File: config.mk
export PLATFORM = sky130hd
export DESIGN_NAME = interboard_msg_receiver
export DESIGN_NICKNAME = d
export VERILOG_FILES = /design/src/rtl/interboard_msg_receiver.sv
export SDC_FILE = /design/constraint.sdc
export NUM_CORES = 1
export LEC_CHECK = 0
export BUFFER_PORTS_ARGS = -buffer_cell sky130_fd_sc_hd__buf_2
export CAP_MARGIN = 20
export CORE_ASPECT_RATIO = 1.5
export CORE_MARGIN = 1
export CORE_UTILIZATION = 55
export CTS_BUF_LIST = sky130_fd_sc_hd__clkbuf_4 sky130_fd_sc_hd__clkbuf_8
export CTS_CLUSTER_DIAMETER = 120
export DETAILED_ROUTE_END_ITERATION = 12
export GPL_TIMING_DRIVEN = 0
export PLACE_DENSITY = 0.76
export SETUP_SLACK_MARGIN = 0.1
export SLEW_MARGIN = 25
export SYNTH_ARGS = -nofsm -noshare
export SYNTH_HDL_FRONTEND = slang
export SYNTH_SLANG_ARGS = --single-unit
export TNS_END_PERCENT = 20
File: constraint.sdc
create_clock -name clk -period 4 [get_ports clk]
set_clock_uncertainty 0.15 [all_clocks]
set_input_delay 0.4 -clock clk [delete_from_list [all_inputs] [get_ports clk]]
set_output_delay 0.4 -clock clk [all_outputs]
set_load 0.02 [all_outputs]
File: src/rtl/interboard_msg_receiver.sv
// Reassembles 4-word move frames from the far board over a 6-bit 4-phase req/ack link.
// Latency: ack/decode follow in_req by SYNC_STAGES+1 edges; rx_valid rises with the W3 ack.
// Backpressure: none upstream; the far board is paced purely by in_ack.
module interboard_msg_receiver #(
  parameter int SYNC_STAGES  = 2,
  parameter int TIMEOUT_CYC  = 1000000,
  parameter int MAX_MSG_TYPE = 9
) (
  input  logic       clk,
  input  logic       rst,
  input  logic       interboard_rst,
  input  logic       in_req,
  input  logic [5:0] in_data,
  output logic       in_ack,
  output logic       rx_valid,
  output logic [3:0] rx_msg_type,
  output logic       rx_move_dir,
  output logic [4:0] rx_block_x,
  output logic [2:0] rx_block_y,
  output logic [5:0] rx_card,
  output logic [2:0] rx_sel_len,
  output logic       frame_err,
  output logic       busy
);

  localparam int             CNT_W    = (TIMEOUT_CYC > 2) ? $clog2(TIMEOUT_CYC) : 1;
  localparam logic [CNT_W-1:0] CNT_LAST = CNT_W'(TIMEOUT_CYC - 1);
  localparam logic [3:0]     TYPE_MAX = 4'(MAX_MSG_TYPE);

  typedef enum logic [1:0] {S_W0, S_W1, S_W2, S_W3} state_t;

  typedef struct packed {
    logic [3:0] msg_type;
    logic       move_dir;
    logic [4:0] block_x;
    logic [2:0] block_y;
    logic [2:0] sel_len;
  } hdr_t;

  logic [SYNC_STAGES-1:0] req_sync;
  logic                   req_s;
  logic                   word_stb;

  state_t     state_q, state_nxt;
  hdr_t       shadow_q, shadow_nxt;
  logic [CNT_W-1:0] cnt_q, cnt_nxt;
  logic       valid_nxt;
  logic       err_nxt;
  logic       rx_load;

  always_ff @(posedge clk or negedge rst) begin
    if (!rst) begin
      req_sync <= '0;
    end else begin
      req_sync <= {req_sync[SYNC_STAGES-2:0], in_req};
    end
  end

  assign req_s    = req_sync[SYNC_STAGES-1];
  assign word_stb = req_s & ~in_ack;

  // Ack rises on the word strobe and drops once the synchronized request is seen low.
  always_ff @(posedge clk or negedge rst) begin
    if (!rst) begin
      in_ack <= 1'b0;
    end else if (word_stb) begin
      in_ack <= 1'b1;
    end else if (!req_s) begin
      in_ack <= 1'b0;
    end
  end

  always_comb begin
    state_nxt  = state_q;
    shadow_nxt = shadow_q;
    cnt_nxt    = cnt_q;
    valid_nxt  = 1'b0;
    err_nxt    = 1'b0;
    rx_load    = 1'b0;

    if (interboard_rst) begin
      state_nxt  = S_W0;
      shadow_nxt = '0;
      cnt_nxt    = '0;
    end else if (word_stb) begin
      cnt_nxt = '0;
      case (state_q)
        S_W0: begin
          if (in_data[5]) begin
            shadow_nxt.msg_type = in_data[3:0];
            shadow_nxt.move_dir = in_data[4];
            state_nxt           = S_W1;
          end else begin
            err_nxt = 1'b1;
          end
        end
        S_W1: begin
          if (!in_data[5]) begin
            shadow_nxt.block_x = in_data[4:0];
            state_nxt          = S_W2;
          end else begin
            // A header arriving here means the far side restarted; resync onto it.
            err_nxt             = 1'b1;
            shadow_nxt.msg_type = in_data[3:0];
            shadow_nxt.move_dir = in_data[4];
          end
        end
        S_W2: begin
          shadow_nxt.block_y = in_data[5:3];
          shadow_nxt.sel_len = in_data[2:0];
          state_nxt          = S_W3;
        end
        S_W3: begin
          state_nxt = S_W0;
          if (shadow_q.msg_type <= TYPE_MAX) begin
            valid_nxt = 1'b1;
            rx_load   = 1'b1;
          end else begin
            err_nxt = 1'b1;
          end
        end
        default: state_nxt = S_W0;
      endcase
    end else if (state_q == S_W0) begin
      cnt_nxt = '0;
    end else if (cnt_q == CNT_LAST) begin
      state_nxt = S_W0;
      err_nxt   = 1'b1;
      cnt_nxt   = '0;
    end else begin
      cnt_nxt = cnt_q + 1'b1;
    end
  end

  always_ff @(posedge clk or negedge rst) begin
    if (!rst) begin
      state_q   <= S_W0;
      shadow_q  <= '0;
      cnt_q     <= '0;
      rx_valid  <= 1'b0;
      frame_err <= 1'b0;
    end else begin
      state_q   <= state_nxt;
      shadow_q  <= shadow_nxt;
      cnt_q     <= cnt_nxt;
      rx_valid  <= valid_nxt;
      frame_err <= err_nxt;
    end
  end

  // Card is taken straight from the W3 word since it never lands in the shadow.
  always_ff @(posedge clk or negedge rst) begin
    if (!rst) begin
      rx_msg_type <= '0;
      rx_move_dir <= 1'b0;
      rx_block_x  <= '0;
      rx_block_y  <= '0;
      rx_card     <= '0;
      rx_sel_len  <= '0;
    end else if (rx_load) begin
      rx_msg_type <= shadow_q.msg_type;
      rx_move_dir <= shadow_q.move_dir;
      rx_block_x  <= shadow_q.block_x;
      rx_block_y  <= shadow_q.block_y;
      rx_card     <= in_data;
      rx_sel_len  <= shadow_q.sel_len;
    end
  end

  assign busy = (state_q != S_W0);

endmodule

==> Word-level counts from Yosys, hierarchy flattened <==
Cells that the tools add are included.
W data, S select, Z words.
{ "word_totals": {"register_bits": 65, "in_bits": 10, "wordCells": 75} }
{ "op_classes": {"n_addsub": 1, "magnitude_cmp": 1, "n_eq_ne": 9, "mux": 32, "n_bitwise": 2, "reduce_logical": 13} }
{ "op_table": {"columns": ["cell", "count"], "rows": [
  ["$mux W20", 4],
  ["$mux W16", 2],
  ["$add A20 B1 Y20 const B", 1],
  ["$eq A20 B20 Y1 const B", 1],
  ["$mux W5", 4],
  ["$mux W1", 13],
  ["$mux W2", 6],
  ["$reduce_bool A2 Y1", 6],
  ["$pmux W2 S4", 1],
  ["$mux W6", 1],
  ["$ne A3 B3 Y1 const B", 2],
  ["$reduce_and A3 Y1", 2],
  ["$eq A2 B2 Y1 const B", 2],
  ["$le A4 B4 Y1 const B", 1],
  ["$ne A4 B4 Y1 const B", 1],
  ["$reduce_and A4 Y1", 1],
  ["$pmux W1 S3", 1],
  ["$reduce_bool A3 Y1", 1],
  ["$eq A2 B1 Y1 const B", 1],
  ["$logic_not A2 Y1", 1],
  ["$ne A2 B1 Y1 const B", 1],
  ["$ne A2 B2 Y1 const B", 1],
  ["$reduce_and A2 Y1", 1],
  ["$reduce_or A2 Y1", 1],
  ["2 further kinds", 2]
]} }

==> Longest topological paths before layout <==
Gate-level depths: netlist (run 1).
{ "depth": {"depth_word": 5, "depth_mapped": 6, "depth_no_buf": 6} }

==> Worst setup path after synthesis (run 1) <==
Ideal clock, no wire load.
{ "synth_timing": {"path_type": "reg2reg", "startpoint": "reg cnt_q[0]", "endpoint": "reg cnt_q[18]", "setup_ns": 0.074, "arrival_time_ns": 1.961, "required_ns": 3.776, "setup_slack_ns": 1.815, "stages_incl_launch_ff": 7, "path_buffers": 1, "period_less_slack_ns": 2.185, "path_cell_list": "dfrtp_1 -> ha_1 -> nand3_4 -> or4_1 -> buf_2 -> or4_4 -> a21oi_2"} }
{ "synth_between": {"elab_chain_len": 5, "word_cells_on_any_way": 6} }
{ "synth_lines": {"columns": ["item", "line_no", "source"], "rows": [
  ["start: declaration", "46", "logic [CNT_W-1:0] cnt_q, cnt_nxt;"],
  ["start signal: assignment", "145", "cnt_q <= cnt_nxt;"],
  ["$add A20 B1 Y20 / $eq A20 B20 Y1 (equally long branches)", "131, 126", null],
  ["$mux W20 *", "126", "end else if (cnt_q == CNT_LAST) begin"],
  ["$mux W20 *", "124", "end else if (state_q == S_W0) begin"],
  ["$mux W20 *", "85", "end else if (word_stb) begin"],
  ["$mux W20 *", "81", "if (interboard_rst) begin"],
  ["via cnt_nxt[18]", "46", null]
]} }
Mark *: on every way through the listed nets, which the timed path passes. The rest lies on a longest branch.
A chain may end at the register's enable or synchronous reset.

==> Worst setup path after layout (run 1) <==
{ "layout_timing": {"startpoint": "reg in_ack", "endpoint": "reg rx_move_dir"} }
{ "layout_between": {"elab_chain_len": 4} }
{ "layout_lines": {"columns": ["item", "line_no", "source"], "rows": [
  ["start: declaration", "14", "output logic in_ack,"],
  ["start signal: assignment", "65", "in_ack <= 1'b0;"],
  ["start signal: assignment", "67", "in_ack <= 1'b1;"],
  ["start signal: assignment", "69", "in_ack <= 1'b0;"],
  ["$not A1 Y1", "60", "assign word_stb = req_s & ~in_ack;"],
  ["$and A1 B1 Y1", "60", null],
  ["$mux W1", "85", null],
  ["$mux W1", "81", null],
  ["via rx_load", "49", "logic rx_load;"],
  ["end signal: assignment", "162", "rx_move_dir <= shadow_q.move_dir;"],
  ["end: declaration", "17", "output logic rx_move_dir,"]
]} }
The timed path passes the listed nets, and every way through them passes these cells.

==> reports/metrics.cfg, run 1 <==
[critical_path]
critPathMaxFanout=10
r2r_start=in_ack$_DFFE_PN0P_
crit_chain=nor2b_1 -> clkbuf_1 -> and2b_1 -> nand3_1 -> inv_1 -> mux2_2
startpoint_type=register
critical-path-top-delay-family=simple AND/OR/NAND/NOR gates
r2r_cells=6
max_stage_delay_ns=0.40
worstPathArrival_ns=2.44
critPathKind=reg2reg
slowest_stage=nand3_1
required_ns=4.08
worstSetupEndpointType=register
cp.depth=6
crit_buf_inv=2
startpoint=in_ack$_DFFE_PN0P_

[timing]
drv_slew=0
period_minus_slack_ns=2.36
tightest_slew_ns=0.778
slew_headroom_pct=48.2
hold_viol=0
rsz0062_at_grt=no
setup-violations-final=0
finalSetupTns_ns=0
fmax_mhz=424
fin_crit_sh_pct=58.9

[synth]
yosysWarnings=0
ys_seq_area_share_pct=57.2
synthDistinctLibCells=39
synth.top_cell.area_share_pct=57.2
synth_area_sq_mm=0.00284
yosysTopAreaCell=dfrtp_1
synth_area_leaders=dfrtp_1 57%, mux2_2 14%, xnor2_1 3.1%
ys.flop_type=dfrtp_1
synth-seq-cells=65
synth_edf_count=0
async_flop_share_pct=100
postSynthNetCount=249
syn_inst=234
avgSynthCellArea_sq_um=12.2

[route]
route.antenna.remaining_nets=0
vias=1916
avgViaCountPerCell=5.41
initialDrtViolationCount=85
drt_pass1_iterations=4
drc_errors=0
wire_per_inst_microns=14.9
drt_wl_total_microns=5260

[min_path]
min_from=in_data[0]
min_path_type=in2reg
min_delay_path_depth=2

[grt]
grt_overflow=0
grt_pass1_wl_microns=8670
antenna_found_initial=0
grt_max_degree=53
grt_pass1_vias=1927
grt_use_total_pct=21.9

[pwr]
p_leak_nw=1.58
totalPowerFinal_w=0.00138
power.density_mw_per_mm2=411
vdd_drop_max_v=0.000279

[placed_design]
hpwl_microns=3630
portBuffers=35
globalplace.congestion=0.792

[final_layout]
nFillCells=394
nNetsFinal=298
final_cell_mix=65 x dfrtp_1, 36 x buf_2, 36 x mux2_2, 20 x nor2_1
drive_gt1_share_pct=34.0
antennaDiodeCount=0
layout_commonest_cell=dfrtp_1
synthToLayoutAreaGrowth_pct=18.4

[cts]
clock-root-buffer=clkbuf_8
worstSkewPairLatency_ns=0.34
cts_made_buffers=9
clock-sinks=65
cts.clk_slew.worst_paths_ns=0.07
cts_setup_buffers=0
clk_path_buf_depth=2
h-tree-depth=3
cts_tree=built

[die]
die_area_sq_mm=0.00547
rows=31
dieWidth_microns=60.7
start_util_pct=58.2
core_area_sq_mm=0.00489
die_h_microns=90.1
num_io_pins=36

[outcome]
status=finished clean

[run]
maxCapViolations=0

worst reg2reg max path, cell delays in order, from the launching register on:
cell and delay, ns:
dfrtp_1 0.39, nor2b_1 0.12, clkbuf_1 0.25, and2b_1 0.24, nand3_1 0.40, inv_1 0.34, mux2_2 0.37
final cells by class:
class	count	area [sq um]	share of cell area, %
Buffer	7	32.5	0.966
Clock buffer	12	165	4.91
Clock inverter	4	50.0	1.49
Inverter	12	45.0	1.34
Multi-Input combinational cell	150	1140	33.9
Sequential cell	65	1630	48.3
Tap cell	66	82.6	2.45
Timing Repair Buffer	38	225	6.69
synth_stat cells, types with 2 or more instances:
| library cell | number |
|---|---|
| dfrtp_1 | 65 |
| mux2_2 | 36 |
| nor2_1 | 20 |
| inv_1 | 12 |
| nand2_1 | 10 |
| xnor2_1 | 10 |
| a21oi_1 | 9 |
| o21ai_0 | 7 |
| nor2b_1 | 6 |
| ha_1 | 5 |
| nand3_1 | 5 |
| nor3_1 | 5 |
| or3_1 | 5 |
| clkbuf_1 | 4 |
| or4_1 | 4 |
| nand4_1 | 3 |
| o31ai_1 | 3 |
| buf_2 | 2 |
| o311ai_0 | 2 |
| or4_4 | 2 |
stage by stage:
step / setup slack, ns / util (%) / instance area (sq um) / hold slack [ns] / std cells
finish: 1.64 / 68.9 / 3370 / 0.147 / 354
detailed placement: 1.67 / 64.1 / 3130 / 0.117 / 336
CTS: 1.64 / 68.9 / 3370 / 0.135 / 354
global route: 1.54 / 68.9 / 3370 / 0.142 / 354
floorplan: 1.82 / - / 2840 / -0.0456 / 234
global placement: 1.66 / 63.5 / 3100 / 0.183 / 335
cells by family (layout without fill, tap and decap cells):
logic type / count (synthesis) / count (layout) / share of synthesized area [%]
simple gates: 69 / 69 / 13.4
flops: 65 / 65 / 57.2
mux: 36 / 36 / 14.3
compound gates: 29 / 29 / 6.82
buf+inv: 19 / 73 / 2.73
xor+xnor: 11 / 11 / 3.39
fa+ha+maj: 5 / 5 / 2.20
final timing paths:
kind | end | slack (ns)
min | rx_card[0]$_DFFE_PN0P_ | 0.15
min in group asynchronous | shadow_q[6]$_DFFE_PN0P_ | 0.32
max | rx_move_dir$_DFFE_PN0P_ | 1.64
max in group asynchronous | cnt_q[7]$_DFF_PN0_ | 2.87
min reg2reg | req_sync[1]$_DFF_PN0_ | 0.20
max reg2reg | rx_move_dir$_DFFE_PN0P_ | 1.64
sequential cells by signal, indices dropped and copies added (netlist names):
register,cells
shadow_q,16
rx_sel_len,3
frame_err,1
rx_valid,1
cnt_q,20
state_q,2
in_ack,1
rx_block_x,5
rx_block_y,3
rx_msg_type,4
rx_card,6
rx_move_dir,1
req_sync,2
power by group:
group | internal (W) | switching (W) | total, W
Clock | 0.000338 | 0.000248 | 0.000586
Combinational | 0.0000420 | 0.0000616 | 0.000104
Sequential | 0.000681 | 0.0000143 | 0.000695
Total | 0.00106 | 0.000324 | 0.00138
timing repair:
action / CTS / global route
endpoints found under the hold margin: 14 / 0
hold buffers: 2 / 0
resized for setup: 0 / 0
routing by layer:
metal	up-vias	global-route usage (%)	wire, microns	part of all wire (%)
met5	-	0	0	0
met3	8	6.04	166	3.2
met2	41	37.8	2880	55
met4	0	9.66	104	2.0
met1	945	23.8	2120	40
li1	922	-	-	-
Note: power is estimated with default switching activity, not from simulation.
==> run 2: changes to the inputs <==
- ABC_AREA: not set -> 1
- clock period: 4 -> 2.3 ns (I/O delays scaled with it)
==> run 2 against run 1 <==
Compared with the run above: synthesized cell count increased by 54%; first-iteration DRC count grew 48%; global-route usage increased by 1.6 points; total power grew 64%; clock power grew 41%; worst setup slack got worse by 1.2 ns; non-clock buffer count grew 5; clock-buffer cell count is 2 lower; largest cell class unchanged; critical path type is now reg2out; critical endpoint is now busy.
==> reports/metrics.cfg, run 2 <==
[critical_path]
critPathMaxFanout=6
critical-path-top-delay-family=flip-flops
crit_chain=inv_1 -> ha_1 -> inv_1 -> buf_2
crit_top_cell=inv_1
startpoint_type=register
required_ns=1.92
worstSetupEndpointType=output pin
max_stage_delay_ns=0.42
critPathKind=reg2out
crit_buf_inv=3
slowest_stage=dfrtp_1
worstPathArrival_ns=1.49

[cts]
cts_tree=built
cts-resized-gates=0
clock-sinks=65
clk_path_buf_depth=2
h-tree-depth=3
cts.clk_slew.worst_paths_ns=0.07
worstSkewPairLatency_ns=0.34
clock-root-buffer=clkbuf_8
cts_made_buffers=9

[synth]
yosys-top-cells-count=97 x nand2_1, 65 x dfrtp_1, 39 x inv_1, 34 x nor2_1, 16 x nor2_2
yosysTopAreaCell=dfrtp_1
syn_inst=361
synth-seq-cells=65
ys_seq_area_share_pct=51.8
async_flop_share_pct=100
synth.most_common_cell=nand2_1
synthDistinctLibCells=33
ys.flop_type=dfrtp_1
synth_edf_count=0
avgSynthCellArea_sq_um=8.71
postSynthNetCount=376
yosysWarnings=0
synth_area_sq_mm=0.00314
synth.top_cell.area_share_pct=51.8
synth_area_leaders=dfrtp_1 52%, nand2_1 12%, inv_1 4.7%

[die]
dieWidth_microns=63.7
start_util_pct=57.2
rows=33
die_area_sq_mm=0.00603
core_area_sq_mm=0.00549
die_h_microns=94.6
num_io_pins=36

[route]
initialDrtViolationCount=126
drt_wl_total_microns=6280
wire_per_inst_microns=12.8
drc_errors=0
avgViaCountPerCell=5.03
vias=2458
route.antenna.remaining_nets=0
drt_pass1_iterations=4

[final_layout]
nNetsFinal=429
largest_reg_flops=20
reg.largest.list=cnt_q (20), shadow_q (16), rx_card (6)
antennaDiodeCount=0
layout_commonest_cell=nand2_1
final_cell_mix=97 x nand2_1, 65 x dfrtp_1, 39 x inv_1, 36 x buf_2, 34 x nor2_1
nFillCells=452
synthToLayoutAreaGrowth_pct=16.5
drive_gt1_share_pct=25.8
top_register=cnt_q

[grt]
grt_overflow=0
grt_pass1_vias=2432
grt_max_degree=46
grt_pass1_wl_microns=10600
grt_use_total_pct=23.4
antenna_found_initial=0

[placed_design]
globalplace.congestion=0.809
portBuffers=35
hpwl_microns=4550
preCtsSetupSlack_ns=0.599

[pwr]
clkPwrFrac_pct=36.3
p_seq_share_pct=53.6
p_sw_w=0.000607
swShare_pct=26.7
p_comb_share_pct=10.1
p_int_w=0.00167
vdd_drop_max_v=0.000470
p_leak_nw=1.75
power.density_mw_per_mm2=621

[timing]
finalSetupTns_ns=0
slew_headroom_pct=68.9
fin_crit_sh_pct=81.1
period_minus_slack_ns=1.87
drv_slew=0
fmax_mhz=536
setup_slack_ns=0.435
hold_viol=0
rsz0062_at_grt=no
setup-violations-final=0
tightest_slew_ns=0.465

[outcome]
status=finished clean

[run]
maxCapViolations=0

[min_path]
min_path_type=in2reg

-- run 2: cell count changes in the layout (fill, tap and decap cells not counted), sizes merged, moves of 9 or more --
cell   delta
nor2     +35
xnor2     -9
mux2     -36
nand2    +95
o21ai    +21
inv      +33
-- run 2: worst paths after layout --
path | from | slack (ns) | to | depth (start not counted)
max | state_q[0]$_DFFE_PN0P_ | 0.43 | busy | 4
min reg2reg | req_sync[0]$_DFF_PN0_ | 0.20 | req_sync[1]$_DFF_PN0_ | 0
max in group asynchronous | rst | 1.33 | frame_err$_DFF_PN0_ | 3
min | in_data[0] | 0.02 | rx_card[0]$_DFFE_PN0P_ | 3
max reg2reg | cnt_q[0]$_DFF_PN0_ | 0.58 | cnt_q[6]$_DFF_PN0_ | 9
min in group asynchronous | rst | 0.16 | rx_block_y[1]$_DFFE_PN0P_ | 2
-- run 2: what timing repair did --
action	CTS	global route
hold endpoints to repair	70	0
setup buffers	0	0
hold buffers	6	0
endpoints found under the setup margin	0	0
-- run 2: metrics by stage --
step	utilization [%]	hold slack, ns	instance area, sq um	total power (W)	instances
2_1_floorplan	-	-0.216	3140	0.00138	361
3_3_place_gp	62.0	0.185	3410	0.00145	466
3_5_place_dp	62.6	-0.0167	3440	0.00146	467
4_1_cts	66.7	0.000954	3660	0.00230	489
5_1_grt	66.7	0.0106	3660	0.00237	489
6_report	66.7	0.0183	3660	0.00227	489
-- run 2: power by group through the flow --
stage	combinational, W	sequential [W]	clock, W
finish	0.000229	0.00122	0.000824
global route	0.000259	0.00122	0.000886
CTS	0.000231	0.00122	0.000849
detailed placement	0.000222	0.00124	0
global placement	0.000211	0.00124	0
floorplan	0.000129	0.00125	0
-- run 2: worst min-delay path: stages --
cell	delay, ns
buf_2	0.11
inv_1	0.06
o21ai_1	0.06
-- run 2: cells by family after synthesis --
group / share of synthesized area (%)
AOI/OAI and AO/OA: 7.68
xor gates and xnor gates: 1.39
adders and majority gates: 1.99
buffers and inverters: 7.60
DFF: 51.8
and+or+nand+nor: 29.6
-- run 2: layer usage --
| metal | share of wire, % | up-vias | global-route usage, % |
|---|---|---|---|
| met2 | 53 | 55 | 42.4 |
| met4 | 3.6 | 0 | 13.3 |
| li1 | - | 1232 | - |
| met1 | 40 | 1150 | 23.5 |
| met5 | 0 | - | 0 |
| met3 | 3.2 | 21 | 7.13 |
-- run 2: cell type report --
class | count | area (sq um) | area share, %
buffer | 8 | 67.6 | 1.84
clock buffer | 10 | 131 | 3.59
clock inverter | 6 | 35.0 | 0.957
inverter | 45 | 171 | 4.68
multi-input combinational | 243 | 1280 | 34.9
sequential | 65 | 1630 | 44.4
tap | 70 | 87.6 | 2.39
timing repair buffer | 42 | 265 | 7.24
